`config.mk`:
```
export PLATFORM = sky130hd
export DESIGN_NAME = six_one_tdm_demux_flat
export DESIGN_NICKNAME = d
export VERILOG_FILES = /design/src/rtl/six_one_tdm_demux_if.sv /design/src/rtl/six_one_tdm_demux.sv /design/src/flat_wrapper.sv
export SDC_FILE = /design/constraint.sdc
export NUM_CORES = 1
export LEC_CHECK = 0
export CAP_MARGIN = 30
export CORE_ASPECT_RATIO = 1.5
export CORE_UTILIZATION = 28
export CTS_BUF_LIST = sky130_fd_sc_hd__clkbuf_16
export CTS_CLUSTER_SIZE = 16
export DETAILED_ROUTE_END_ITERATION = 10
export PLACE_DENSITY = 0.55
export REMOVE_ABC_BUFFERS = 1
export SYNTH_ARGS = -nofsm -noshare
export SYNTH_HDL_FRONTEND = slang
export SYNTH_SLANG_ARGS = --single-unit
export TNS_END_PERCENT = 20
```
`constraint.sdc`:
```
create_clock -name clk -period 1.81 [get_ports clk]
set_input_delay 0.362 -clock clk [delete_from_list [all_inputs] [get_ports clk]]
set_output_delay 0.362 -clock clk [all_outputs]
set_load 0.03 [all_outputs]
```
`src/rtl/six_one_tdm_demux_if.sv`:
```
// Bus bundle for the 6-slot TDM receive path: serial slot input side and
// the rebuilt parallel frame side, with status pulses.
interface six_one_tdm_demux_if #(
   parameter int WIDTH = 1
);
   logic [WIDTH-1:0]   in_data;
   logic               in_valid;
   logic               in_sync;
   logic [2:0]         Sel;
   logic [6*WIDTH-1:0] Out;
   logic               out_valid;
   logic               sync_err;
   logic               locked;

   // Receiver side: consumes the slot stream, produces the frame.
   modport slave (
      input  in_data, in_valid, in_sync,
      output Sel, Out, out_valid, sync_err, locked
   );

   // Source side: drives the slot stream, observes the frame.
   modport master (
      output in_data, in_valid, in_sync,
      input  Sel, Out, out_valid, sync_err, locked
   );
endinterface

```
`src/rtl/six_one_tdm_demux.sv`:
```
// Receive end of a 6-channel TDM link. Collects one slot per valid beat,
// aligns on the sync-flagged slot 0, and publishes the whole frame as one
// parallel word once slot 5 arrives. Framing violations raise sync_err.
module six_one_tdm_demux #(
   parameter int WIDTH = 1
) (
   input logic               clk,
   input logic               rst_n,
   six_one_tdm_demux_if.slave bus
);
   typedef enum logic {
      HUNT = 1'b0,
      FILL = 1'b1
   } state_t;

   state_t             state_q, state_d;
   logic [2:0]         sel_q, sel_d;
   logic [WIDTH-1:0]   shadow_q [5];
   logic [WIDTH-1:0]   shadow_d [5];
   logic [6*WIDTH-1:0] out_q, out_d;
   logic               out_valid_q, out_valid_d;
   logic               sync_err_q, sync_err_d;

   // Next-state and slot capture: hold everything unless a valid beat arrives.
   always_comb begin
      state_d     = state_q;
      sel_d       = sel_q;
      out_d       = out_q;
      out_valid_d = 1'b0;
      sync_err_d  = 1'b0;
      for (int i = 0; i < 5; i++) begin
         shadow_d[i] = shadow_q[i];
      end

      if (bus.in_valid) begin
         case (state_q)
            HUNT: begin
               // Non-sync beats are dropped silently while hunting.
               if (bus.in_sync) begin
                  shadow_d[0] = bus.in_data;
                  sel_d       = 3'd1;
                  state_d     = FILL;
               end
            end
            FILL: begin
               if (bus.in_sync) begin
                  // A sync mid-frame restarts the frame; the partial one is lost.
                  if (sel_q != 3'd0) begin
                     sync_err_d = 1'b1;
                  end
                  shadow_d[0] = bus.in_data;
                  sel_d       = 3'd1;
               end else if (sel_q == 3'd0) begin
                  // Slot 0 without sync: alignment lost, go back to hunting.
                  sync_err_d = 1'b1;
                  state_d    = HUNT;
               end else if (sel_q == 3'd5) begin
                  out_d = {bus.in_data, shadow_q[4], shadow_q[3],
                           shadow_q[2], shadow_q[1], shadow_q[0]};
                  out_valid_d = 1'b1;
                  sel_d       = 3'd0;
               end else begin
                  for (int i = 1; i < 5; i++) begin
                     if (sel_q == 3'(i)) begin
                        shadow_d[i] = bus.in_data;
                     end
                  end
                  sel_d = sel_q + 3'd1;
               end
            end
            default: state_d = HUNT;
         endcase
      end
   end

   // State and output registers with synchronous active-low reset.
   always_ff @(posedge clk) begin
      if (!rst_n) begin
         state_q     <= HUNT;
         sel_q       <= 3'd0;
         out_q       <= '0;
         out_valid_q <= 1'b0;
         sync_err_q  <= 1'b0;
         for (int i = 0; i < 5; i++) begin
            shadow_q[i] <= '0;
         end
      end else begin
         state_q     <= state_d;
         sel_q       <= sel_d;
         out_q       <= out_d;
         out_valid_q <= out_valid_d;
         sync_err_q  <= sync_err_d;
         for (int i = 0; i < 5; i++) begin
            shadow_q[i] <= shadow_d[i];
         end
      end
   end

   assign bus.Sel       = sel_q;
   assign bus.Out       = out_q;
   assign bus.out_valid = out_valid_q;
   assign bus.sync_err  = sync_err_q;
   assign bus.locked    = (state_q == FILL);
endmodule

```
`src/flat_wrapper.sv`:
```
// flat-port wrapper written by rule: the top's interface ports become plain ports
module six_one_tdm_demux_flat 
#(
   parameter int WIDTH = 1
)
  (clk, rst_n, bus_in_data, bus_in_valid, bus_in_sync, bus_Sel, bus_Out, bus_out_valid, bus_sync_err, bus_locked);
  six_one_tdm_demux_if #(.WIDTH(WIDTH)) bus_i ();
  input logic clk;
  input logic rst_n;
  input wire logic [$bits(bus_i.in_data)-1:0] bus_in_data;
  input wire logic [$bits(bus_i.in_valid)-1:0] bus_in_valid;
  input wire logic [$bits(bus_i.in_sync)-1:0] bus_in_sync;
  output wire logic [$bits(bus_i.Sel)-1:0] bus_Sel;
  output wire logic [$bits(bus_i.Out)-1:0] bus_Out;
  output wire logic [$bits(bus_i.out_valid)-1:0] bus_out_valid;
  output wire logic [$bits(bus_i.sync_err)-1:0] bus_sync_err;
  output wire logic [$bits(bus_i.locked)-1:0] bus_locked;
  assign bus_i.in_data = bus_in_data;
  assign bus_i.in_valid = bus_in_valid;
  assign bus_i.in_sync = bus_in_sync;
  assign bus_Sel = bus_i.Sel;
  assign bus_Out = bus_i.Out;
  assign bus_out_valid = bus_i.out_valid;
  assign bus_sync_err = bus_i.sync_err;
  assign bus_locked = bus_i.locked;
  six_one_tdm_demux #(.WIDTH(WIDTH)) u_core (.clk(clk), .rst_n(rst_n), .bus(bus_i));
endmodule
```
Word-level counts from Yosys, hierarchy flattened
Memory sizes are Yosys's and may differ from the RTL's.
Index checks and enable logic that the tools add are counted.
Word-level totals
  memory bits (writable): 5
  memories kept: 1
  register bits: 12
Memories
  u_core.shadow_q: depth 5, width 1, read ports 5, clocked after memory_dff 0, wr ports 5, line six_one_tdm_demux.sv:18  | logic [WIDTH-1:0] shadow_q [5];
Cells by class
  eq/ne operators: 7
  reduce and logical (&&, ||, !) cells: 6
  bitwise gates (word level): 10
  add/sub/neg operators: 1
  muxes and demuxes: 30
Operators with widths (number)
  $mux 1: 19
  $mux 4: 4
  $mux 3: 4
  $eq 3x2->1 const B: 2
  $eq 3x3->1 const B: 2
  $pmux 3 s2: 1
  $reduce_and 3->1: 2
  $mux 5: 1
  $not 1->1: 5
  $or 1x1->1: 5
  $reduce_and 5->1: 1
  $reduce_or 5->1: 1
  $add 3x1->3 const B: 1
  $eq 3x1->1 const B: 1
  $logic_not 3->1: 1
  $ne 3x3->1 const B: 1
  $reduce_bool 3->1: 1
  $ne 2x2->1 const B: 1
  $pmux 1 s2: 1

Longest topological paths before layout
  depth in word-level cells: 8
  mapped depth: 7
  gate-level depth less buffers: 6

Least setup slack after synthesis
No wires, ideal clock.
  path kind: register to register
  start: reg u_core.sel_q[0] (netlist: u_core.bus.Sel[0])
  end: reg u_core.sel_q[0] (netlist: u_core.bus.Sel[0])
  library setup time: 0.116 ns
  clock period less this slack: 1.779 ns
  stages on the path, launching flop included: 8
  data arrival time: 1.662 ns
  slack: 0.031 ns
  buffers on the path: 1
  required time: 1.694 ns
  cell sequence: dfxtp_1 > buf_2 > or3_1 > inv_1 > ha_1 > nand2_1 > and3_4 > o211a_1
Between the ends
  longest elaborated chain between the ends: 5
RTL lines
  start, declared: line six_one_tdm_demux.sv:17  | logic [2:0] sel_q, sel_d;
  start signal, assigned: line six_one_tdm_demux.sv:89  | sel_q <= sel_d;
  $add 3x1->3 / $eq 3x3->1 (equally long branches): line six_one_tdm_demux.sv:68, six_one_tdm_demux.sv:57
  $mux 3: line six_one_tdm_demux.sv:57  | end else if (sel_q == 3'd5) begin
  $mux 3: line six_one_tdm_demux.sv:53  | end else if (sel_q == 3'd0) begin
  $mux 3: line six_one_tdm_demux.sv:46  | if (bus.in_sync) begin
  $pmux 3 s2: line six_one_tdm_demux.sv:36  | case (state_q)
Several ways; a longest one is shown, not always the timed one. The select of a mux whose other input is x is not followed.
A chain may end at the register's enable or synchronous reset.

Final worst setup path
  start: reg u_core.sel_q[1] (netlist: u_core.bus.Sel[1])
  end: out bus_Sel[1]
RTL lines
  end, declared: line flat_wrapper.sv:13  | output wire logic [$bits(bus_i.Sel)-1:0] bus_Sel;
No word-level cell between the ends.

==> results.py <==
metrics = {
    "placement": {
        "place_congestion": 0.735,
        "dp_hpwl_um": 1370,
        "io_buffer_count": 16,
    },
    "timing": {
        "final.period_utilization_pct": 90.3,
        "fin_crit_ns": 1.63,
        "rsz0062_at_grt": "false",
        "setup-tns-final_ns": 0,
        "max_freq_mhz": 612,
        "fin_hold_ws_ns": 0.460,
        "setup_violations": 0,
        "timing.slew.headroom_pct": 75.8,
        "hold_violations": 0,
        "drv_slew": 0,
        "worst_slew_pin_slew_ns": 0.363,
        "fin_worst_skew_ns": 0.00211,
    },
    "global_route": {
        "grt_pass1_vias": 673,
        "grt_max_degree": 12,
        "grt_pass1_wl_um": 3010,
        "grt_remaining_overflow": 0,
        "antenna_found_initial": 0,
        "track_usage_pct": 12.4,
    },
    "clock_tree": {
        "cts_buffers": 3,
        "cts-htree-levels": 1,
        "clockRootBuffer": "clkbuf_16",
        "cts_buffer_depth": 2,
        "ctsHoldBuffers": 0,
        "cts.sinks": 17,
        "clock_latency_ns": 0.24,
        "cts_tree": "built",
        "path_clk_slew_ns": 0.05,
    },
    "pwr": {
        "ir_drop_mv": 0.575,
        "sw_frac_of_total_pct": 20.8,
        "p_comb_share_pct": 8.9,
        "cellPowerDensity_nw_per_um2": 793,
        "fin_total_pwr_w": 0.000894,
        "pwr-share-clk_pct": 48.0,
        "p_int_w": 0.000708,
        "seqPwrFrac_pct": 43.1,
        "p_switching_w": 0.000186,
        "p_leak_nw": 0.441,
    },
    "yosys": {
        "ys.flop_type": "dfxtp_1",
        "syn_inst": 98,
        "synth_seq_cells": 17,
        "yosys_warnings": 0,
        "ys_seq_area_share_pct": 39.5,
        "async_flop_share_pct": 0,
        "syn_area_um2": 862,
        "synth-edff-count": 0,
        "yosysTopAreaCell": "dfxtp_1",
        "avgSynthCellArea_um2": 8.80,
        "netlist.area_leader.share_pct": 39.5,
        "yosys-top-cells-area": "dfxtp_1, nand3_1, a21oi_1, ha_1, o21ai_0",
        "netlist-cell-type-count": 35,
    },
    "detailed_routing": {
        "ant_nets": 0,
        "via_count": 725,
        "avgViaCountPerCell": 4.74,
        "drt_pass1_iterations": 4,
        "routedWlPerCell_um": 11.5,
        "drt_iter0_drc": 28,
        "drc": 0,
        "wl_um": 1760,
    },
    "critical_path": {
        "cp_max_fo": 3,
        "cp_data_required_time_ns": 1.45,
        "cpMaxStageDelayCell": "clkdlybuf4s50_1",
        "path_class": "register to output pin",
        "worstPathCellList": "clkdlybuf4s50_1",
        "critPathMaxStageDelay_ns": 0.68,
        "worst_setup_path_start_kind": "register",
        "worstSetupEndpointType": "output pin",
        "path_delay_family": "buffers and inverters",
        "crit_arrival_ns": 1.27,
        "cp.buffers_inverters": 1,
    },
    "finish": {
        "areaGrowthSynthToFinish_pct": 30.8,
        "regArea_um2": 340,
        "multi_input_area_um2": 440,
        "antenna_cells": 0,
        "nFillCells": 312,
        "layout_common_cells": "dfxtp_1, clkdlybuf4s50_1, nand3_1",
        "final_nets": 123,
        "drive_gt1_share_pct": 12.3,
        "mostFrequentLayoutCell": "dfxtp_1",
    },
    "die": {
        "fp.dieW_um": 47.3,
        "core-area_um2": 2910,
        "std_cell_rows": 24,
        "die-height_um": 70.0,
        "initial_core_util_pct": 29.6,
        "die_area_um2": 3310,
        "pin_count": 17,
    },
    "status": {
        "outcome": "complete, no violations",
    },
    "min_path": {
        "min_path_type": "register to register",
    },
    "run": {
        "maxCapViolCount": 0,
    },
}
## logic make-up (layout without fill, tap and decap cells)
| kind of cell | Yosys count | in the layout | share of synthesized area (%) |
|---|---|---|---|
| simple gates | 36 | 36 | 25.7 |
| compound gates | 26 | 26 | 18.9 |
| flops | 17 | 17 | 39.5 |
| buf+inv | 14 | 30 | 9.43 |
| fa+ha+maj | 3 | 3 | 4.35 |
| xor+xnor | 1 | 1 | 1.02 |
| mux | 1 | 1 | 1.16 |
## worst register-to-register path: cells and delay by family (launching register included)
family | cells | cell delay, ns
compound gates | 1 | 0.19
fa+ha+maj | 1 | 0.20
buf+inv | 1 | 0.08
flops | 1 | 0.31
simple gates | 3 | 0.70
## final timing paths
path	cells past startpoint	from	slack, ns	endpoint
worst min register to register	2	u_core.shadow_q[0][0]	0.46	u_core.shadow_q[0][0]
worst max register to register	6	u_core.bus.Sel[2]	0.22	u_core.bus.Sel[0]
worst max-delay path	1	u_core.bus.Sel[1]	0.18	bus_Sel[1]
worst min-delay path	2	u_core.shadow_q[0][0]	0.46	u_core.shadow_q[0][0]
## timing repair
item                                    CTS  global route
gates resized for setup                   0             1
endpoints found under the setup margin    0             1
buffers inserted                          0             0
## power groups by stage
stage | logic (W) | clock network, W | registers [W]
finish | 0.0000797 | 0.000430 | 0.000385
global route | 0.0000877 | 0.000465 | 0.000385
CTS | 0.0000809 | 0.000439 | 0.000385
detailed placement | 0.0000805 | 0 | 0.000393
global placement | 0.0000803 | 0 | 0.000393
floorplan | 0.0000301 | 0 | 0.000403
## per-layer routing
layer / part of all wire [%] / global-route usage (%)
met5: 0 / 0
met4: 1.1 / 4.76
met3: 5.9 / 2.33
met2: 52 / 20.7
met1: 41 / 14.9
## flip-flops by register name, summed over array words and instances, names as in the netlist
register,count
u_core.bus.Sel,3
u_core.bus.Out,6
u_core.shadow_q,5
u_core.bus.out_valid,1
u_core.bus.sync_err,1
u_core.bus.locked,1
## cells in the mapped netlist, types with 2 or more instances
| cell | count |
|---|---|
| a21oi_1 | 9 |
| nor2b_1 | 2 |
| nand3b_1 | 2 |
| o21a_1 | 2 |
| ha_1 | 3 |
| dfxtp_1 | 17 |
| o211ai_1 | 2 |
| o21ai_0 | 7 |
| nor3b_1 | 2 |
| inv_1 | 5 |
| nand2_1 | 7 |
| nand3_1 | 10 |
| buf_2 | 5 |
| buf_6 | 3 |
| and3b_1 | 2 |
## final cells by class
class                           count  area share, %
Multi-Input combinational cell     67           39.1
Sequential cell                    17           30.2
Clock buffer                        3           6.66
Tap cell                           39           4.33
Timing Repair Buffer               21           17.8
Clock inverter                      1          0.333
Inverter                            5           1.66
## stage by stage
step / area (µm²) / std cells / utilization (%) / setup slack, ns
global placement: 1050 / 149 / 35.9 / 0.0595
floorplan: 800 / 89 / - / 0.105
global route: 1130 / 153 / 38.7 / 0.0881
CTS: 1120 / 153 / 38.6 / 0.0260
finish: 1130 / 153 / 38.7 / 0.176
detailed placement: 1050 / 149 / 35.9 / 0.0448
(Power assumes the default switching activity.)
